`src/rtl/operand_fetch_pkg.sv`:
```
// Shared definitions for operand delivery and writeback data selection:
// writeback source encodings, register-address width and data width.
package operand_fetch_pkg;

  localparam int XLEN   = 32;
  localparam int REG_AW = 5;

  typedef enum logic [1:0] {
    SRC_ALU = 2'b00,
    SRC_MEM = 2'b01,
    SRC_PC4 = 2'b10
  } db_src_e;

  // Encoding 11 is not a load, so it falls through to ALU like every other non-01 value
  function automatic logic is_load_src(input logic [1:0] src);
    return (src == SRC_MEM);
  endfunction

endpackage

```
`src/rtl/operand_fetch_if.sv`:
```
// Pipeline-side bundle for operand_fetch: ID request, EX/MEM/WB in-flight
// results, and the forwarded operands, stall flag and stall counter.
interface operand_fetch_if;
  import operand_fetch_pkg::*;

  logic [REG_AW-1:0] ID_rs;
  logic [REG_AW-1:0] ID_rt;
  logic              ID_UseRs;
  logic              ID_UseRt;

  logic              EX_RegWre;
  logic [REG_AW-1:0] EX_WriteReg;
  logic [1:0]        EX_DBDataSrc;
  logic [XLEN-1:0]   EX_ALUResult;
  logic [XLEN-1:0]   EX_PCadd4;

  logic              MEM_RegWre;
  logic [REG_AW-1:0] MEM_WriteReg;
  logic [1:0]        MEM_DBDataSrc;
  logic [XLEN-1:0]   MEM_ALUResult;
  logic [XLEN-1:0]   MEM_PCadd4;
  logic [XLEN-1:0]   MEM_MemData;

  logic              WB_RegWre;
  logic [REG_AW-1:0] WB_WriteReg;
  logic [XLEN-1:0]   WB_WriteData;

  logic [XLEN-1:0]   ReadData1;
  logic [XLEN-1:0]   ReadData2;
  logic              Stall;
  logic [31:0]       StallCount;

  modport master (
    output ID_rs, ID_rt, ID_UseRs, ID_UseRt,
    output EX_RegWre, EX_WriteReg, EX_DBDataSrc, EX_ALUResult, EX_PCadd4,
    output MEM_RegWre, MEM_WriteReg, MEM_DBDataSrc, MEM_ALUResult, MEM_PCadd4, MEM_MemData,
    output WB_RegWre, WB_WriteReg, WB_WriteData,
    input  ReadData1, ReadData2, Stall, StallCount
  );

  modport slave (
    input  ID_rs, ID_rt, ID_UseRs, ID_UseRt,
    input  EX_RegWre, EX_WriteReg, EX_DBDataSrc, EX_ALUResult, EX_PCadd4,
    input  MEM_RegWre, MEM_WriteReg, MEM_DBDataSrc, MEM_ALUResult, MEM_PCadd4, MEM_MemData,
    input  WB_RegWre, WB_WriteReg, WB_WriteData,
    output ReadData1, ReadData2, Stall, StallCount
  );

endinterface

```
`src/rtl/operand_fetch_reg_array.sv`:
```
// General-purpose register storage: two asynchronous read ports, one
// synchronous write port, synchronous active-low clear, register 0 reads zero.
module reg_array #(
  parameter int NREG = 32,
  parameter int XLEN = 32,
  parameter int AW   = 5
) (
  input  logic            i_clk,
  input  logic            i_rst_n,
  input  logic            i_we,
  input  logic [AW-1:0]   i_waddr,
  input  logic [XLEN-1:0] i_wdata,
  input  logic [AW-1:0]   i_raddr1,
  input  logic [AW-1:0]   i_raddr2,
  output logic [XLEN-1:0] o_rdata1,
  output logic [XLEN-1:0] o_rdata2
);

  logic [XLEN-1:0] r_regs [NREG];

  // Clear has priority, so a write landing on the reset edge is dropped
  always_ff @(posedge i_clk) begin
    if (!i_rst_n) begin
      for (int i = 0; i < NREG; i++) begin
        r_regs[i] <= '0;
      end
    end else if (i_we && (i_waddr != '0)) begin
      r_regs[i_waddr] <= i_wdata;
    end
  end

  assign o_rdata1 = (i_raddr1 == '0) ? '0 : r_regs[i_raddr1];
  assign o_rdata2 = (i_raddr2 == '0) ? '0 : r_regs[i_raddr2];

endmodule

```
`src/rtl/operand_fetch.sv`:
```
// Decode-stage operand delivery: register file plus EX/MEM/WB forwarding,
// load-use hazard detection and a saturating stall-cycle counter.
module operand_fetch #(
  parameter int NREG = 32,
  parameter int XLEN = operand_fetch_pkg::XLEN
) (
  input  logic           CLK,
  input  logic           RST_n,
  operand_fetch_if.slave bus
);
  import operand_fetch_pkg::*;

  logic [REG_AW-1:0] w_src_addr [2];
  logic [XLEN-1:0]   w_arr_data [2];
  logic [XLEN-1:0]   w_operand  [2];
  logic              w_stall;
  logic [31:0]       r_stall_count;

  assign w_src_addr[0] = bus.ID_rs;
  assign w_src_addr[1] = bus.ID_rt;

  reg_array #(.NREG(NREG), .XLEN(XLEN), .AW(REG_AW)) u_reg_array (
    .i_clk    (CLK),
    .i_rst_n  (RST_n),
    .i_we     (bus.WB_RegWre),
    .i_waddr  (bus.WB_WriteReg),
    .i_wdata  (bus.WB_WriteData),
    .i_raddr1 (w_src_addr[0]),
    .i_raddr2 (w_src_addr[1]),
    .o_rdata1 (w_arr_data[0]),
    .o_rdata2 (w_arr_data[1])
  );

  // Youngest producer wins; an EX load is not forwardable and is covered by the stall
  always_comb begin
    for (int p = 0; p < 2; p++) begin
      w_operand[p] = w_arr_data[p];
      if (w_src_addr[p] == '0) begin
        w_operand[p] = '0;
      end else if (bus.EX_RegWre && (bus.EX_WriteReg == w_src_addr[p]) &&
                   !is_load_src(bus.EX_DBDataSrc)) begin
        w_operand[p] = (bus.EX_DBDataSrc == SRC_PC4) ? bus.EX_PCadd4 : bus.EX_ALUResult;
      end else if (bus.MEM_RegWre && (bus.MEM_WriteReg == w_src_addr[p])) begin
        case (bus.MEM_DBDataSrc)
          SRC_PC4: w_operand[p] = bus.MEM_PCadd4;
          SRC_MEM: w_operand[p] = bus.MEM_MemData;
          default: w_operand[p] = bus.MEM_ALUResult;
        endcase
      end else if (bus.WB_RegWre && (bus.WB_WriteReg == w_src_addr[p])) begin
        w_operand[p] = bus.WB_WriteData;
      end else begin
        w_operand[p] = w_arr_data[p];
      end
    end
  end

  assign w_stall = bus.EX_RegWre && is_load_src(bus.EX_DBDataSrc) &&
                   (bus.EX_WriteReg != '0) &&
                   ((bus.ID_UseRs && (bus.ID_rs == bus.EX_WriteReg)) ||
                    (bus.ID_UseRt && (bus.ID_rt == bus.EX_WriteReg)));

  // Stall-cycle counter, sticks at all-ones
  always_ff @(posedge CLK) begin
    if (!RST_n) begin
      r_stall_count <= 32'd0;
    end else if (w_stall && (r_stall_count != 32'hFFFF_FFFF)) begin
      r_stall_count <= r_stall_count + 32'd1;
    end
  end

  assign bus.ReadData1  = w_operand[0];
  assign bus.ReadData2  = w_operand[1];
  assign bus.Stall      = w_stall;
  assign bus.StallCount = r_stall_count;

endmodule

```
`src/flat_wrapper.sv`:
```
// flat-port wrapper written by rule: the top's interface ports become plain ports
module operand_fetch_flat import operand_fetch_pkg::*;
#(
  parameter int NREG = 32,
  parameter int XLEN = operand_fetch_pkg::XLEN
)
  (CLK, RST_n, bus_ID_rs, bus_ID_rt, bus_ID_UseRs, bus_ID_UseRt, bus_EX_RegWre, bus_EX_WriteReg, bus_EX_DBDataSrc, bus_EX_ALUResult, bus_EX_PCadd4, bus_MEM_RegWre, bus_MEM_WriteReg, bus_MEM_DBDataSrc, bus_MEM_ALUResult, bus_MEM_PCadd4, bus_MEM_MemData, bus_WB_RegWre, bus_WB_WriteReg, bus_WB_WriteData, bus_ReadData1, bus_ReadData2, bus_Stall, bus_StallCount);
  operand_fetch_if bus_i ();
  input  logic CLK;
  input  logic RST_n;
  input wire logic [$bits(bus_i.ID_rs)-1:0] bus_ID_rs;
  input wire logic [$bits(bus_i.ID_rt)-1:0] bus_ID_rt;
  input wire logic [$bits(bus_i.ID_UseRs)-1:0] bus_ID_UseRs;
  input wire logic [$bits(bus_i.ID_UseRt)-1:0] bus_ID_UseRt;
  input wire logic [$bits(bus_i.EX_RegWre)-1:0] bus_EX_RegWre;
  input wire logic [$bits(bus_i.EX_WriteReg)-1:0] bus_EX_WriteReg;
  input wire logic [$bits(bus_i.EX_DBDataSrc)-1:0] bus_EX_DBDataSrc;
  input wire logic [$bits(bus_i.EX_ALUResult)-1:0] bus_EX_ALUResult;
  input wire logic [$bits(bus_i.EX_PCadd4)-1:0] bus_EX_PCadd4;
  input wire logic [$bits(bus_i.MEM_RegWre)-1:0] bus_MEM_RegWre;
  input wire logic [$bits(bus_i.MEM_WriteReg)-1:0] bus_MEM_WriteReg;
  input wire logic [$bits(bus_i.MEM_DBDataSrc)-1:0] bus_MEM_DBDataSrc;
  input wire logic [$bits(bus_i.MEM_ALUResult)-1:0] bus_MEM_ALUResult;
  input wire logic [$bits(bus_i.MEM_PCadd4)-1:0] bus_MEM_PCadd4;
  input wire logic [$bits(bus_i.MEM_MemData)-1:0] bus_MEM_MemData;
  input wire logic [$bits(bus_i.WB_RegWre)-1:0] bus_WB_RegWre;
  input wire logic [$bits(bus_i.WB_WriteReg)-1:0] bus_WB_WriteReg;
  input wire logic [$bits(bus_i.WB_WriteData)-1:0] bus_WB_WriteData;
  output wire logic [$bits(bus_i.ReadData1)-1:0] bus_ReadData1;
  output wire logic [$bits(bus_i.ReadData2)-1:0] bus_ReadData2;
  output wire logic [$bits(bus_i.Stall)-1:0] bus_Stall;
  output wire logic [$bits(bus_i.StallCount)-1:0] bus_StallCount;
  assign bus_i.ID_rs = bus_ID_rs;
  assign bus_i.ID_rt = bus_ID_rt;
  assign bus_i.ID_UseRs = bus_ID_UseRs;
  assign bus_i.ID_UseRt = bus_ID_UseRt;
  assign bus_i.EX_RegWre = bus_EX_RegWre;
  assign bus_i.EX_WriteReg = bus_EX_WriteReg;
  assign bus_i.EX_DBDataSrc = bus_EX_DBDataSrc;
  assign bus_i.EX_ALUResult = bus_EX_ALUResult;
  assign bus_i.EX_PCadd4 = bus_EX_PCadd4;
  assign bus_i.MEM_RegWre = bus_MEM_RegWre;
  assign bus_i.MEM_WriteReg = bus_MEM_WriteReg;
  assign bus_i.MEM_DBDataSrc = bus_MEM_DBDataSrc;
  assign bus_i.MEM_ALUResult = bus_MEM_ALUResult;
  assign bus_i.MEM_PCadd4 = bus_MEM_PCadd4;
  assign bus_i.MEM_MemData = bus_MEM_MemData;
  assign bus_i.WB_RegWre = bus_WB_RegWre;
  assign bus_i.WB_WriteReg = bus_WB_WriteReg;
  assign bus_i.WB_WriteData = bus_WB_WriteData;
  assign bus_ReadData1 = bus_i.ReadData1;
  assign bus_ReadData2 = bus_i.ReadData2;
  assign bus_Stall = bus_i.Stall;
  assign bus_StallCount = bus_i.StallCount;
  operand_fetch #(.NREG(NREG), .XLEN(XLEN)) u_core (.CLK(CLK), .RST_n(RST_n), .bus(bus_i));
endmodule
```
`config.mk`:
```
export PLATFORM = sky130hd
export DESIGN_NAME = operand_fetch_flat
export DESIGN_NICKNAME = d
export VERILOG_FILES = /design/src/rtl/operand_fetch_pkg.sv /design/src/rtl/operand_fetch_if.sv /design/src/rtl/operand_fetch_reg_array.sv /design/src/rtl/operand_fetch.sv /design/src/flat_wrapper.sv
export SDC_FILE = /design/constraint.sdc
export NUM_CORES = 2
export LEC_CHECK = 0
export BUFFER_PORTS_ARGS = -buffer_cell sky130_fd_sc_hd__buf_2
export CAP_MARGIN = 30
export CORE_MARGIN = 1.5
export CORE_UTILIZATION = 40
export CTS_CLUSTER_SIZE = 10
export DETAILED_ROUTE_END_ITERATION = 8
export GPL_TIMING_DRIVEN = 0
export HOLD_SLACK_MARGIN = 0.15
export PLACE_DENSITY_LB_ADDON = 0.1
export SLEW_MARGIN = 20
export SYNTH_ARGS = -nofsm -noshare
export SYNTH_HDL_FRONTEND = slang
export SYNTH_SLANG_ARGS = --single-unit
```
`constraint.sdc`:
```
create_clock -name CLK -period 4.6 [get_ports CLK]
set_input_delay 0.23 -clock CLK [delete_from_list [all_inputs] [get_ports CLK]]
set_output_delay 0.23 -clock CLK [all_outputs]
set_load 0.01 [all_outputs]
```
==> results.yml <==
synth:
  yosys_warnings: 0
  ys_ff_latch: 1056
  synth.cell_area_um2: 59550
  async_reset_ff_share_pct: 0
  synth-edff-count: 1024
  yosysMostFrequentCell: "edfxtp_1"
  synth_seq_area_share_pct: 52.71
  synth_cell_types: 76
  synth_top_area_cell: "edfxtp_1"
  synthTopCellsByCount: "1024 x edfxtp_1, 641 x and2_1, 483 x mux4_2, 396 x nor3_1, 347 x clkbuf_1"
  synthTopCellsByArea: "edfxtp_1 52%, mux4_2 18%, and2_1 6.7%, nor3_1 3.3%, mux2i_1 2.9%"
  synth_cells: 4480
  synth_top_area_share_pct: 51.64
  synth_ff_type: "edfxtp_1"
  syn_area_per_cell_um2: 13.29
grt:
  grt_first_pass_wirelength_mm: 424.0
  grt_pass1_vias: 46020
  grt_max_degree: 26
  grt_antenna_before_repair: 35
  grt_util_all_layers_pct: 42.64
  grt.overflow.total: 0
place:
  port_buffers: 314
  dpl.cell_count: 6867
  place_hpwl_mm: 241.3
  gp_congestion: 1.054
worst_setup_path:
  cpMostUsedCell: "buf_2"
  worst_setup_path_end_kind: "output pin"
  crit_fanout: 19
  slowest_delay_ns: 0.80
  cp.required_ns: 4.37
  cp_slowest_cell: "buf_2"
  worstSetupStartpointType: "input pin"
  worstPathCellList: "buf_2, buf_2, buf_2, buf_2, buf_2, o21ai_0, o221ai_1, buf_2"
  cp.arrival_ns: 4.47
  critPathKind: "input pin to output pin"
routing:
  drc: 0
  drt_iter0_markers: 9905
  routedWlPerCell_um: 46.06
  routed_wl_mm: 328.2
  via_per_inst: 6.977
  first_pass_iters: 7
  postRouteAntennaNets: 0
  via_count: 49720
timing:
  worst_slew_pin_slew_ns: 1.177
  finalHoldViolCount: 0
  relSlewSlack_pct: 21.54
  slew_violations: 0
  min_period_ns: 4.703
  final.setup.tns_ns: -0.2791
  final.setup.worst_slack_ns: -0.1027
  finalCritPeriodShare_pct: 102.2
  fin_worst_skew_ns: 0.009076
  setup_viol: 7
  max_freq_mhz: 212.6
  whs_ns: 0.2058
  rsz0062_at_grt: "no"
clock_network:
  clk_latency_ns: 0.79
  clock-sinks: 1056
  cts_tree: "done"
  cts_buffers: 132
  root_buffer: "clkbuf_16"
  cts_setup_buffers: 0
  path_clk_slew_ns: 0.05
  cts_max_path_buffers: 3
  htree_num_levels: 4
power:
  p_sw_share_pct: 29.89
  ir_worst_vdd_v: 0.0004118
  p_switching_mw: 7.656
  pwr-share-clk_pct: 37.7
  pwr-share-seq_pct: 44.4
  p_int_mw: 17.96
  share_comb_of_total_power_pct: 17.9
  pwr_density_cell_nw_per_um2: 362.8
  power.leakage_nw: 24.30
run_status:
  violations: "setup timing"
  status: "finished, violations left"
cells_and_area:
  area_growth_pct: 18.54
  drive_above_1_share_pct: 25.92
  layout.cells.non_filler: 7127
  regArea_um2: 31390
  finalNetCount: 5345
  n_fill_cell: 13200
  fin_util_pct: 47.75
  multi_input_area_um2: 26180
floorplanning:
  die_h_um: 388.8
  core_um2: 147800
  start_util_pct: 40.28
  num_rows: 141
  die_w_um: 388.8
  top_level_ports: 325
  die-area_um2: 151200
min_path:
  hold_path.class: "input pin to flip-flop"
flow_run:
  drv_cap: 0
[logic make-up (layout without fill, tap and decap cells)]
group,Yosys count,in the layout,share of synthesized area (%)
DFF,1056,1056,52.71
AOI/OAI and AO/OA,571,571,6.553
muxes,685,685,21.72
buffers and inverters,553,1224,4.200
and+or+nand+nor,1580,1580,14.29
xor gates and xnor gates,31,31,0.4559
adders and majority gates,3,3,0.06304
other,1,47,0.006297
[routing by layer]
layer	global-route usage (%)	up-vias	part of all wire (%)
met2	58.80	4751	40
li1	-	18640	-
met1	54.17	25360	36
met4	21.89	22	6.3
met3	22.02	954	17
met5	1.978	-	0.15
[stage by stage]
step           setup slack [ns]  power (mW)  area [um2]
6_report                -0.1027       25.61       70590
5_1_grt                  0.1001       25.86       70560
4_1_cts                  0.1716       25.22       70390
3_5_place_dp            -0.4334       15.80       66340
3_3_place_gp             -4.875       15.62       63650
2_1_floorplan            0.5343       13.51       59670
[worst max-delay path, delay by kind of cell]
family / cells / cell delay (ns)
AOI/OAI and AO/OA: 2 / 1.01
buffers and inverters: 6 / 3.15
[final cells by class]
cell class,instances,share of cell area [%]
repair buffers,471,6.085
inverters,30,0.1595
multi-input cells,2902,37.08
plain buffers,521,3.442
clock inverters,38,0.3545
well taps,1930,3.421
diodes,15,0.05317
clock buffers,164,4.940
flip-flops and latches,1056,44.47
[final timing paths]
kind / to / cells past startpoint / start / slack [ns]
setup / recovery: bus_ReadData2[30] / 8 / bus_ID_rt[2] / -0.10
hold / removal: u_core.u_reg_array.r_regs[5][6] / 3 / bus_WB_WriteData[6] / 0.21
setup reg to reg: u_core.bus.StallCount[30] / 7 / u_core.bus.StallCount[3] / 1.91
hold reg to reg: u_core.bus.StallCount[17] / 2 / u_core.bus.StallCount[17] / 0.49
[sequential cells by signal, indices dropped and copies added, names as in the netlist]
| name | cells |
|---|---|
| u_core.u_reg_array.r_regs | 1024 |
| u_core.bus.StallCount | 32 |
[timing repair]
action	CTS	global route
endpoints found under the setup margin	4	4
hold endpoints to repair	55	0
gates resized for setup	0	5
hold buffers	32	0
pin swaps	0	0
[cells in the final DEF (no fill, tap or decap), types with 56 or more instances in the layout]
master	n
clkbuf_1	345
buf_16	56
buf_2	413
and2_1	641
nand2_1	257
nor3_1	396
a21oi_1	105
edfxtp_1	1024
mux2i_1	175
clkbuf_16	135
nor2_1	120
mux4_2	483
o21ai_0	92
[power groups by stage]
stage               Sequential [mW]  Combinational (mW)  Clock [mW]
CTS                            11.3                4.31        9.58
global placement               11.6                4.01           0
global route                   11.4                4.55        9.92
floorplan                      11.4                2.08           0
detailed placement             11.5                4.27           0
finish                         11.4                4.60        9.66
No activity file was read; power rests on OpenSTA's default activity.
